## config.mk

```make
export PLATFORM = sky130hd
export DESIGN_NAME = spare_alloc_scan_analyzer
export DESIGN_NICKNAME = d
export VERILOG_FILES = /design/src/rtl/spare_alloc_pkg.sv /design/src/rtl/np_cover_lane.sv /design/src/rtl/spare_alloc_scan_analyzer.sv
export SDC_FILE = /design/constraint.sdc
export NUM_CORES = 1
export LEC_CHECK = 0
export BUFFER_PORTS_ARGS = -buffer_cell sky130_fd_sc_hd__buf_2
export CAP_MARGIN = 20
export CELL_PAD_IN_SITES_DETAIL_PLACEMENT = 1
export CELL_PAD_IN_SITES_GLOBAL_PLACEMENT = 1
export CORE_AREA = 2 2 307 309
export DETAILED_ROUTE_END_ITERATION = 12
export DIE_AREA = 0 0 309 311
export PLACE_DENSITY = 0.59
export SKIP_LAST_GASP = 1
export SLEW_MARGIN = 25
export SYNTH_ARGS = -nofsm -noshare
export SYNTH_HDL_FRONTEND = slang
export SYNTH_HIERARCHICAL = 1
export SYNTH_SLANG_ARGS = --single-unit
```

## constraint.sdc

```tcl
create_clock -name i_clk -period 9.5 [get_ports i_clk]
set_clock_uncertainty 0.15 [all_clocks]
set_input_delay 0.475 -clock i_clk [delete_from_list [all_inputs] [get_ports i_clk]]
set_output_delay 0.475 -clock i_clk [all_outputs]
set_load 0.03 [all_outputs]
```

## src/rtl/spare_alloc_pkg.sv

```systemverilog
// Shared types and helpers for the spare-allocation scan analyser.
package spare_alloc_pkg;

   // Entry field widths; the analyser's ROW_W/COL_W follow these.
   localparam int FAULT_ROW_W = 10;
   localparam int FAULT_COL_W = 10;

   // Widest vector the popcount helper accepts (zero-extend narrower ones).
   localparam int POPCNT_W = 64;

   typedef enum logic [1:0] {
      ST_ALL_COVERED   = 2'd0,
      ST_UNCOVERED     = 2'd1,
      ST_PIVOT_OVERUSE = 2'd2,
      ST_UNC_LIMIT     = 2'd3
   } status_e;

   typedef enum logic [1:0] {
      S_IDLE  = 2'd0,
      S_LATCH = 2'd1,
      S_SCAN  = 2'd2,
      S_DONE  = 2'd3
   } fsm_e;

   // Pivot CAM entry as packed on the bus: {en,row,col}.
   typedef struct packed {
      logic                   en;
      logic [FAULT_ROW_W-1:0] row;
      logic [FAULT_COL_W-1:0] col;
   } pivot_entry_t;

   // Non-pivot CAM entry, same layout as a pivot entry.
   typedef struct packed {
      logic                   en;
      logic [FAULT_ROW_W-1:0] row;
      logic [FAULT_COL_W-1:0] col;
   } nonpivot_entry_t;

   function automatic int unsigned popcount(input logic [POPCNT_W-1:0] v);
      int unsigned n;
      n = 0;
      for (int i = 0; i < POPCNT_W; i++) n = n + 32'(v[i]);
      return n;
   endfunction

endpackage

```

## src/rtl/np_cover_lane.sv

```systemverilog
// One scan lane: decides whether a single non-pivot fault is covered by any
// of the spare rows/columns already assigned to pivots.
module np_cover_lane #(
   parameter int ROW_W = 10,
   parameter int COL_W = 10,
   parameter int PCAM  = 4
) (
   input  logic                       i_en,
   input  logic [ROW_W-1:0]           i_row,
   input  logic [COL_W-1:0]           i_col,
   input  logic [PCAM-1:0][ROW_W-1:0] i_sp_row,
   input  logic [PCAM-1:0]            i_sp_row_vld,
   input  logic [PCAM-1:0][COL_W-1:0] i_sp_col,
   input  logic [PCAM-1:0]            i_sp_col_vld,
   output logic                       o_covered
);

   logic w_row_hit;
   logic w_col_hit;

   // Disabled entries count as covered so they never add to the uncovered tally.
   always_comb begin
      w_row_hit = 1'b0;
      w_col_hit = 1'b0;
      for (int k = 0; k < PCAM; k++) begin
         if (i_sp_row_vld[k] && (i_sp_row[k] == i_row)) w_row_hit = 1'b1;
         if (i_sp_col_vld[k] && (i_sp_col[k] == i_col)) w_col_hit = 1'b1;
      end
      o_covered = !i_en || w_row_hit || w_col_hit;
   end

endmodule

```

## src/rtl/spare_alloc_scan_analyzer.sv

```systemverilog
// Sequential spare-allocation check: validates pivot spare budgets, then scans
// the non-pivot CAM LANES entries per cycle, flagging covered faults, counting
// uncovered ones and capturing the lowest-index uncovered address.
module spare_alloc_scan_analyzer
   import spare_alloc_pkg::*;
#(
   parameter int ROW_W   = FAULT_ROW_W,
   parameter int COL_W   = FAULT_COL_W,
   parameter int PCAM    = 4,
   parameter int NPCAM   = 30,
   parameter int NUM_RS  = 2,
   parameter int NUM_CS  = 2,
   parameter int LANES   = 4,
   parameter int UNC_MAX = 8,
   localparam int E_W    = 1 + ROW_W + COL_W,
   localparam int RL_W   = $clog2(NUM_RS + 1),
   localparam int CL_W   = $clog2(NUM_CS + 1),
   localparam int CNT_W  = $clog2(NPCAM + 1)
) (
   input  logic                     i_clk,
   input  logic                     i_rst_n,
   input  logic                     i_start,
   input  logic                     i_abort,
   input  logic [PCAM*E_W-1:0]      i_pivot_fault_addr,
   input  logic [NPCAM*E_W-1:0]     i_nonpivot_fault_addr,
   input  logic [PCAM-1:0]          i_dsss,
   output logic                     o_busy,
   output logic                     o_done,
   output logic [1:0]               o_status,
   output logic [RL_W-1:0]          o_rows_left,
   output logic [CL_W-1:0]          o_cols_left,
   output logic [CNT_W-1:0]         o_uncover_cnt,
   output logic [NPCAM-1:0]         o_nonpivot_cover_result,
   output logic                     o_first_uncover_vld,
   output logic [ROW_W+COL_W-1:0]   o_first_uncover_addr
);

   localparam int SEL_W = (NPCAM > 1) ? $clog2(NPCAM) : 1;
   localparam int IDX_W = $clog2(NPCAM + LANES + 1);

   fsm_e                       r_state;
   fsm_e                       w_state_nxt;

   logic [PCAM-1:0]            r_piv_en;
   logic [PCAM-1:0]            r_dsss;
   logic [PCAM-1:0][ROW_W-1:0] r_piv_row;
   logic [PCAM-1:0][COL_W-1:0] r_piv_col;
   logic [PCAM-1:0]            r_sp_row_vld;
   logic [PCAM-1:0]            r_sp_col_vld;
   logic [IDX_W-1:0]           r_idx;
   status_e                    r_status;
   logic [RL_W-1:0]            r_rows_left;
   logic [CL_W-1:0]            r_cols_left;
   logic [CNT_W-1:0]           r_unc_cnt;
   logic [NPCAM-1:0]           r_cover;
   logic                       r_first_vld;
   logic [ROW_W+COL_W-1:0]     r_first_addr;

   pivot_entry_t               w_piv_ent  [PCAM];
   nonpivot_entry_t            w_lane_ent [LANES];
   logic [LANES-1:0]           w_lane_act;
   logic [SEL_W-1:0]           w_lane_sel [LANES];
   logic [LANES-1:0]           w_lane_cov;

   int unsigned                w_rows_used;
   int unsigned                w_cols_used;
   logic                       w_overuse;
   logic [CNT_W-1:0]           w_unc_add;
   logic [CNT_W-1:0]           w_cnt_next;
   logic                       w_first_hit;
   logic [ROW_W+COL_W-1:0]     w_first_addr;
   logic                       w_limit;
   logic                       w_last;

   logic                       w_accept;
   logic                       w_latch_ok;
   logic                       w_latch_fail;
   logic                       w_scan_upd;

   // Split the flat pivot bus into entries.
   always_comb begin
      for (int k = 0; k < PCAM; k++) begin
         w_piv_ent[k] = i_pivot_fault_addr[k*E_W +: E_W];
      end
   end

   // Spare consumption by enabled pivots: dsss=1 takes a row, dsss=0 a column.
   always_comb begin
      w_rows_used = popcount(POPCNT_W'(r_piv_en & r_dsss));
      w_cols_used = popcount(POPCNT_W'(r_piv_en & ~r_dsss));
      w_overuse   = (int'(w_rows_used) > NUM_RS) || (int'(w_cols_used) > NUM_CS);
   end

   // Lane entry selection; lanes past the end of the CAM stay inactive.
   always_comb begin
      logic [IDX_W-1:0] v_idx;
      for (int l = 0; l < LANES; l++) begin
         v_idx         = r_idx + IDX_W'(l);
         w_lane_act[l] = (r_state == S_SCAN) && (v_idx < IDX_W'(NPCAM));
         w_lane_sel[l] = w_lane_act[l] ? v_idx[SEL_W-1:0] : '0;
         w_lane_ent[l] = i_nonpivot_fault_addr[w_lane_sel[l]*E_W +: E_W];
      end
   end

   for (genvar l = 0; l < LANES; l++) begin : g_lane
      np_cover_lane #(
         .ROW_W (ROW_W),
         .COL_W (COL_W),
         .PCAM  (PCAM)
      ) u_lane (
         .i_en         (w_lane_ent[l].en),
         .i_row        (w_lane_ent[l].row),
         .i_col        (w_lane_ent[l].col),
         .i_sp_row     (r_piv_row),
         .i_sp_row_vld (r_sp_row_vld),
         .i_sp_col     (r_piv_col),
         .i_sp_col_vld (r_sp_col_vld),
         .o_covered    (w_lane_cov[l])
      );
   end

   // Sum uncovered lanes of this beat and pick the lowest uncovered lane.
   always_comb begin
      w_unc_add    = '0;
      w_first_hit  = 1'b0;
      w_first_addr = '0;
      for (int l = 0; l < LANES; l++) begin
         if (w_lane_act[l] && !w_lane_cov[l]) begin
            w_unc_add = w_unc_add + CNT_W'(1);
            if (!w_first_hit) begin
               w_first_hit  = 1'b1;
               w_first_addr = {w_lane_ent[l].row, w_lane_ent[l].col};
            end
         end
      end
      w_cnt_next = r_unc_cnt + w_unc_add;
      w_limit    = (w_cnt_next >= CNT_W'(UNC_MAX));
      w_last     = ((r_idx + IDX_W'(LANES)) >= IDX_W'(NPCAM));
   end

   // State register.
   always_ff @(posedge i_clk or negedge i_rst_n) begin
      if (!i_rst_n) r_state <= S_IDLE;
      else          r_state <= w_state_nxt;
   end

   // Next-state and control strobes; abort overrides every transition.
   always_comb begin
      w_state_nxt  = r_state;
      w_accept     = 1'b0;
      w_latch_ok   = 1'b0;
      w_latch_fail = 1'b0;
      w_scan_upd   = 1'b0;
      o_busy       = (r_state != S_IDLE);
      o_done       = (r_state == S_DONE);
      case (r_state)
         S_IDLE: begin
            if (i_start && !i_abort) begin
               w_accept    = 1'b1;
               w_state_nxt = S_LATCH;
            end
         end
         S_LATCH: begin
            if (i_abort) begin
               w_state_nxt = S_IDLE;
            end else if (w_overuse) begin
               w_latch_fail = 1'b1;
               w_state_nxt  = S_DONE;
            end else begin
               w_latch_ok  = 1'b1;
               w_state_nxt = S_SCAN;
            end
         end
         S_SCAN: begin
            if (i_abort) begin
               w_state_nxt = S_IDLE;
            end else begin
               w_scan_upd = 1'b1;
               if (w_limit || w_last) w_state_nxt = S_DONE;
            end
         end
         S_DONE:  w_state_nxt = S_IDLE;
         default: w_state_nxt = S_IDLE;
      endcase
   end

   // Capture, budget check and scan-result datapath.
   always_ff @(posedge i_clk or negedge i_rst_n) begin
      if (!i_rst_n) begin
         r_piv_en     <= '0;
         r_dsss       <= '0;
         r_piv_row    <= '0;
         r_piv_col    <= '0;
         r_sp_row_vld <= '0;
         r_sp_col_vld <= '0;
         r_idx        <= '0;
         r_status     <= ST_ALL_COVERED;
         r_rows_left  <= '0;
         r_cols_left  <= '0;
         r_unc_cnt    <= '0;
         r_cover      <= '0;
         r_first_vld  <= 1'b0;
         r_first_addr <= '0;
      end else begin
         if (w_accept) begin
            for (int k = 0; k < PCAM; k++) begin
               r_piv_en[k]  <= w_piv_ent[k].en;
               r_piv_row[k] <= w_piv_ent[k].row;
               r_piv_col[k] <= w_piv_ent[k].col;
            end
            r_dsss       <= i_dsss;
            r_idx        <= '0;
            r_unc_cnt    <= '0;
            r_cover      <= '0;
            r_first_vld  <= 1'b0;
            r_first_addr <= '0;
         end
         if (w_latch_fail) begin
            r_status    <= ST_PIVOT_OVERUSE;
            r_rows_left <= '0;
            r_cols_left <= '0;
         end
         if (w_latch_ok) begin
            r_rows_left  <= RL_W'(NUM_RS - int'(w_rows_used));
            r_cols_left  <= CL_W'(NUM_CS - int'(w_cols_used));
            r_sp_row_vld <= r_piv_en & r_dsss;
            r_sp_col_vld <= r_piv_en & ~r_dsss;
         end
         if (w_scan_upd) begin
            for (int l = 0; l < LANES; l++) begin
               if (w_lane_act[l]) r_cover[w_lane_sel[l]] <= w_lane_cov[l];
            end
            r_unc_cnt <= w_cnt_next;
            r_idx     <= r_idx + IDX_W'(LANES);
            if (!r_first_vld && w_first_hit) begin
               r_first_vld  <= 1'b1;
               r_first_addr <= w_first_addr;
            end
            if (w_limit)
               r_status <= ST_UNC_LIMIT;
            else if (w_last)
               r_status <= (w_cnt_next == '0) ? ST_ALL_COVERED : ST_UNCOVERED;
         end
      end
   end

   assign o_status                = r_status;
   assign o_rows_left             = r_rows_left;
   assign o_cols_left             = r_cols_left;
   assign o_uncover_cnt           = r_unc_cnt;
   assign o_nonpivot_cover_result = r_cover;
   assign o_first_uncover_vld     = r_first_vld;
   assign o_first_uncover_addr    = r_first_addr;

endmodule
```

* After elaboration in Yosys (flattened, before gate mapping)
Cells that the tools add are included.
** Storage, ports and cells
- Word-level logic and storage cells :: 402
- Register bits :: 166
- Output and inout port bits :: 64
** Operators by class
- Equality and inequality tests :: 37
- Shift-type cells :: 4
- Add/subtract/negate cells :: 136
- Multiplexer cells :: 106
- Multiply operators :: 4
- $lt $le $gt $ge :: 16
- Reductions and logical operators :: 72
- Bitwise logic cells :: 6
** Operator list (number)
- $shiftx 630x11->21 :: 4
- $add 32x1->32 :: 32
- $add 32x1->32 const B :: 32
- $eq 10x10->1 :: 32
- $mux 30 :: 9
- $mux 20 :: 10
- $bwmux 30 :: 4
- $and 4x64->64 :: 1
- $gt 32x3->1 const B :: 2
- $not 4->64 :: 1
- $mux 1 :: 56
- $logic_and 1x1->1 :: 46
- $mux 5 :: 9
- $mul 5x5->10 const B :: 4
- $add 31x1->32 :: 1
- $add 31x1->32 const B :: 1
- $add 30x1->31 :: 1
- $add 30x1->31 const B :: 1
- $add 29x1->30 :: 1
- $add 29x1->30 const B :: 1
- $add 28x1->29 :: 1
- $add 28x1->29 const B :: 1
- $add 27x1->28 :: 1
- $add 27x1->28 const B :: 1
- other kinds (76) :: 129

* Depth between registers and ports, before layout
- Depth after elaboration :: 74
- Gate-level depth with buffers :: 33
- Mapped depth without buffers :: 27

* Cells and area by module
The synthesis kept the hierarchy.
** By module, submodules not included
- spare_alloc_scan_analyzer :: area each 13509.2 um^2, times used 1, cells an instance 1708
- np_cover_lane :: area each 1061.0 um^2, times used 4, cells an instance 135

* Worst setup path after synthesis
No wires, ideal clock.
- Kind :: flip-flop to flip-flop
- From :: register r_idx[5]
- To :: register r_state[0]
- Cell stages (with the launch flop) :: 33
- Path slack :: 3.465 ns
- Buffers on the path :: 8
- Arrival time :: 5.750 ns
- Cells stage by stage :: dfrtp_1 buf_2 nor3b_2 buf_2 buf_1 clkbuf_1 clkbuf_1 o211ai_1 o21ai_0 buf_4 xnor2_1 nand4_1 nor3_1 nor4_1 nand4_1 nor2_1 inv_2 ha_1 clkbuf_1 and2_1 clkbuf_1 nor2_1 ha_1 nand2b_1 xnor2_1 nor2_1 ha_1 nor2b_1 o21a_1 or3_1 a21oi_1 a311o_1 a21oi_1
** RTL lines
- start: declaration :: RTL line spare_alloc_scan_analyzer.sv:50 : logic [IDX_W-1:0] r_idx;
- start signal: assignment :: RTL line spare_alloc_scan_analyzer.sv:234 : r_idx <= r_idx + IDX_W'(LANES);
- end signal: assignment :: RTL line spare_alloc_scan_analyzer.sv:144 : else r_state <= w_state_nxt;
- end: declaration :: RTL line spare_alloc_scan_analyzer.sv:41 : fsm_e r_state;

==> metrics.yaml <==
p_leak_nw: 10.2
rsz0062_at_grt: "false"
syn-num-nets: 2985
syn_inst: 2248
ys_ff_latch: 164
synth.distinct_cells: 83
area_delta_synth_final_pct: 33.7
worst_pin_slew_ns: 1.10
holdPathEnd: "r_piv_col[7]"
grt_pass1_vias: 22500
postRouteAntennaNets: 0
cp.required_ns: 9.75
routed_via_density: 5.18
crit_fanout: 44
clock_path_buffers: 2
antenna_found_initial: 77
regToRegSetupSlack_ns: 1.15
post_cts_resize_count: 0
grt_use_total_pct: 31.6
post-route-drc-count: 0
whs_ns: 0.0219
power_density_mw_per_mm2: 255
nFillCells: 11400
status: "finished, final reports clean"
synthTopCellsByCount: "nand2_1 (436), xnor2_1 (325), dfrtp_1 (164)"
finalCritPeriodShare_pct: 87.9
synth_area_leaders: "dfrtp_1 (23%), xnor2_1 (16%), nand2_1 (9.2%)"
end_kind: "register"
cts_tree: "yes"
ys_warn_count: 6
grt_pass1_wl_mm: 205
peakVddDrop_mv: 0.114
dieArea_mm2: 0.0961
grt_overflow: 0
seq_area_frac_synth_pct: 23.1
synth-async-reset-ratio_pct: 100
cp.buffers_inverters: 1
synth_top_area_cell: "dfrtp_1"
final-seq-area_mm2: 0.00412
synth-edff-count: 0
fmax_ghz: 0.120
whs_path_depth: 3
r2r_start: "r_idx[2]"
synth.most_common_cell: "nand2_1"
finalSetupTns_ns: 0
setup_ws_ns: 1.15
std_cell_rows: 112
synth.avg_cell_area_um2: 7.90
cts_buffers: 17
place_congestion: 1.02
cpLargestDelayFamily: "simple AND/OR/NAND/NOR gates"
clock-sinks: 164
clk_latency_ns: 0.51
grt_max_degree: 78
die_h_um: 311
critPathArrivalTime_ns: 8.60
hold_violations: 0
drtIter0Drc: 2308
critPathLaunchType: "register"
drt_pass1_iterations: 6
pre_cts_ws_ns: 1.23
hp-class: "input pin to register"
synth_top_cell_area_share_pct: 23.1
path_class: "register to register"
hpwl_mm: 133
nets: 3673
vias: 22000
cts_max_level: 4
setup_violations: 0
reg2reg_to: "r_state[0]"
worst-r2r-cell-count: 24
crit_chain: "ha_1 -> nor3b_1 -> nand2_1 -> o22ai_1 -> a211o_1 -> xnor2_1 -> nand4_1 -> nor3_2 -> nor4_1 -> nand4_1 -> buf_4 -> nor3_2 -> xor2_1 -> ha_1 -> nand2b_1 -> xnor2_1 -> nor2_1 -> ha_1 -> nor2b_1 -> o21a_1 -> or3_1 -> a21oi_1 -> a311o_1 -> a21oi_1"
multi_input_area_mm2: 0.0124
drv_slew: 0
ios: 786
min_period_ns: 8.35
synth_ff_type: "dfrtp_1"
drive_gt1_share_pct: 34.2
io_buffer_count: 785
hp-start: "i_pivot_fault_addr[7]"
core_mm2: 0.0928
slowest_stage: "nor3b_1"
start_util_pct: 19.1
root_buffer: "clkbuf_16"
die_w_um: 309
crit_path_frequent_cell: "ha_1"
cap_violations: 0
clk_pin_slew_ns: 0.10
netlist_area_mm2: 0.0178
wl_per_cell_um: 36.7
max-slew-margin-rel_pct: 26.0
routed_wl_mm: 156
cpPeakStageDelay_ns: 0.92
==> final cells by class <==
type	count	share of cell area, %
Antenna cell	41	0.432
Clock inverter	15	0.875
Timing Repair Buffer	899	20.5
Clock buffer	17	1.79
Multi-Input combinational cell	1836	52.1
Tap cell	1254	6.61
Inverter	18	0.285
Sequential cell	164	17.3
==> power by group <==
| group | switching [W] | total [W] | internal [W] |
|---|---|---|---|
| combinational | 0.00220 | 0.00367 | 0.00147 |
| sequential | 0.000686 | 0.00160 | 0.000916 |
| clock | 0.000394 | 0.000777 | 0.000383 |
==> metrics by stage <==
step | std cells | utilization (%) | total power (W) | cell area, um^2
finish | 4244 | 25.6 | 0.00605 | 23700
global route | 4224 | 25.5 | 0.00634 | 23700
CTS | 4203 | 25.5 | 0.00604 | 23600
detailed placement | 4147 | 24.5 | 0.00523 | 22800
global placement | 4147 | 24.5 | 0.00524 | 22700
floorplan | 2248 | - | 0.00368 | 17800
==> cells in the final DEF (no fill, tap or decap), types with 12 or more instances in the layout <==
cell type      count
buf_2            784
nand2_1          435
xnor2_1          325
dfrtp_1          161
mux2i_1          100
nand3_1           89
buf_4             88
a21oi_1           86
nand4_1           85
nor2_1            79
o21ai_0           79
nor3_1            50
mux2_2            44
a22oi_1           42
diode_2           41
a221oi_1          34
dlygate4sd3_1     24
and2_1            23
and3_1            21
a221o_1           20
o22ai_1           20
o221ai_1          18
nor2b_1           17
a22o_1            17
clkbuf_16         17
inv_1             15
o31ai_1           14
mux4_2            13
o211ai_1          13
nor4_1            12
==> flip-flops by register name (all words and copies together), names as in the netlist <==
signal,flops
o_status,2
r_dsss,4
r_sp_col_vld,4
r_piv_en,4
o_cols_left,2
o_uncover_cnt,5
r_piv_row,40
r_idx,4
o_first_uncover_vld,1
r_state,2
o_nonpivot_cover_result,30
o_first_uncover_addr,20
r_sp_row_vld,4
o_rows_left,2
r_piv_col,40
==> layer usage <==
layer / GRT usage, % / vias up / wire length (um)
met5: 0 / - / 306
met4: 10.2 / 46 / 4640
met3: 9.04 / 206 / 13600
met2: 52.5 / 1121 / 74200
met1: 38.9 / 11100 / 63000
li1: - / 9459 / -
==> tightest hold or removal path: cells and delay by family <==
| family | cells | cell delay (ns) |
|---|---|---|
| AND/OR/NAND/NOR | 2 | 0.09 |
| buffers and inverters | 1 | 0.07 |
==> how the worst max path moves through the flow <==
stage / slack (ns) / from / cells after the start / to
finish: 1.15 / r_idx[2] / 24 / r_state[0]
global route: 0.83 / r_idx[2] / 25 / r_state[0]
CTS: 1.17 / r_idx[2] / 25 / r_state[0]
detailed placement: 1.23 / r_idx[2] / 24 / r_state[0]
global placement: 1.27 / r_idx[2] / 25 / r_state[0]
floorplan: 3.46 / r_idx[5] / 32 / r_state[0]
==> cells by family (layout without fill, tap and decap cells) <==
logic type / Yosys count / count (layout) / synth area share [%]
muxes: 157 / 157 / 10.1
DFF: 164 / 164 / 23.1
AOI/OAI and AO/OA: 448 / 448 / 17.9
buffers and inverters: 248 / 949 / 7.77
adders and majority gates: 15 / 15 / 1.27
xor gates and xnor gates: 327 / 327 / 16.1
and+or+nand+nor: 888 / 888 / 23.8
other: 1 / 42 / 0.0211
==> repair_timing <==
item                                   4_1_cts  5_1_grt
setup buffers                                0        0
endpoints found under the hold margin       70        0
hold buffers                                24        0
Power figures use the tool's default switching activity.
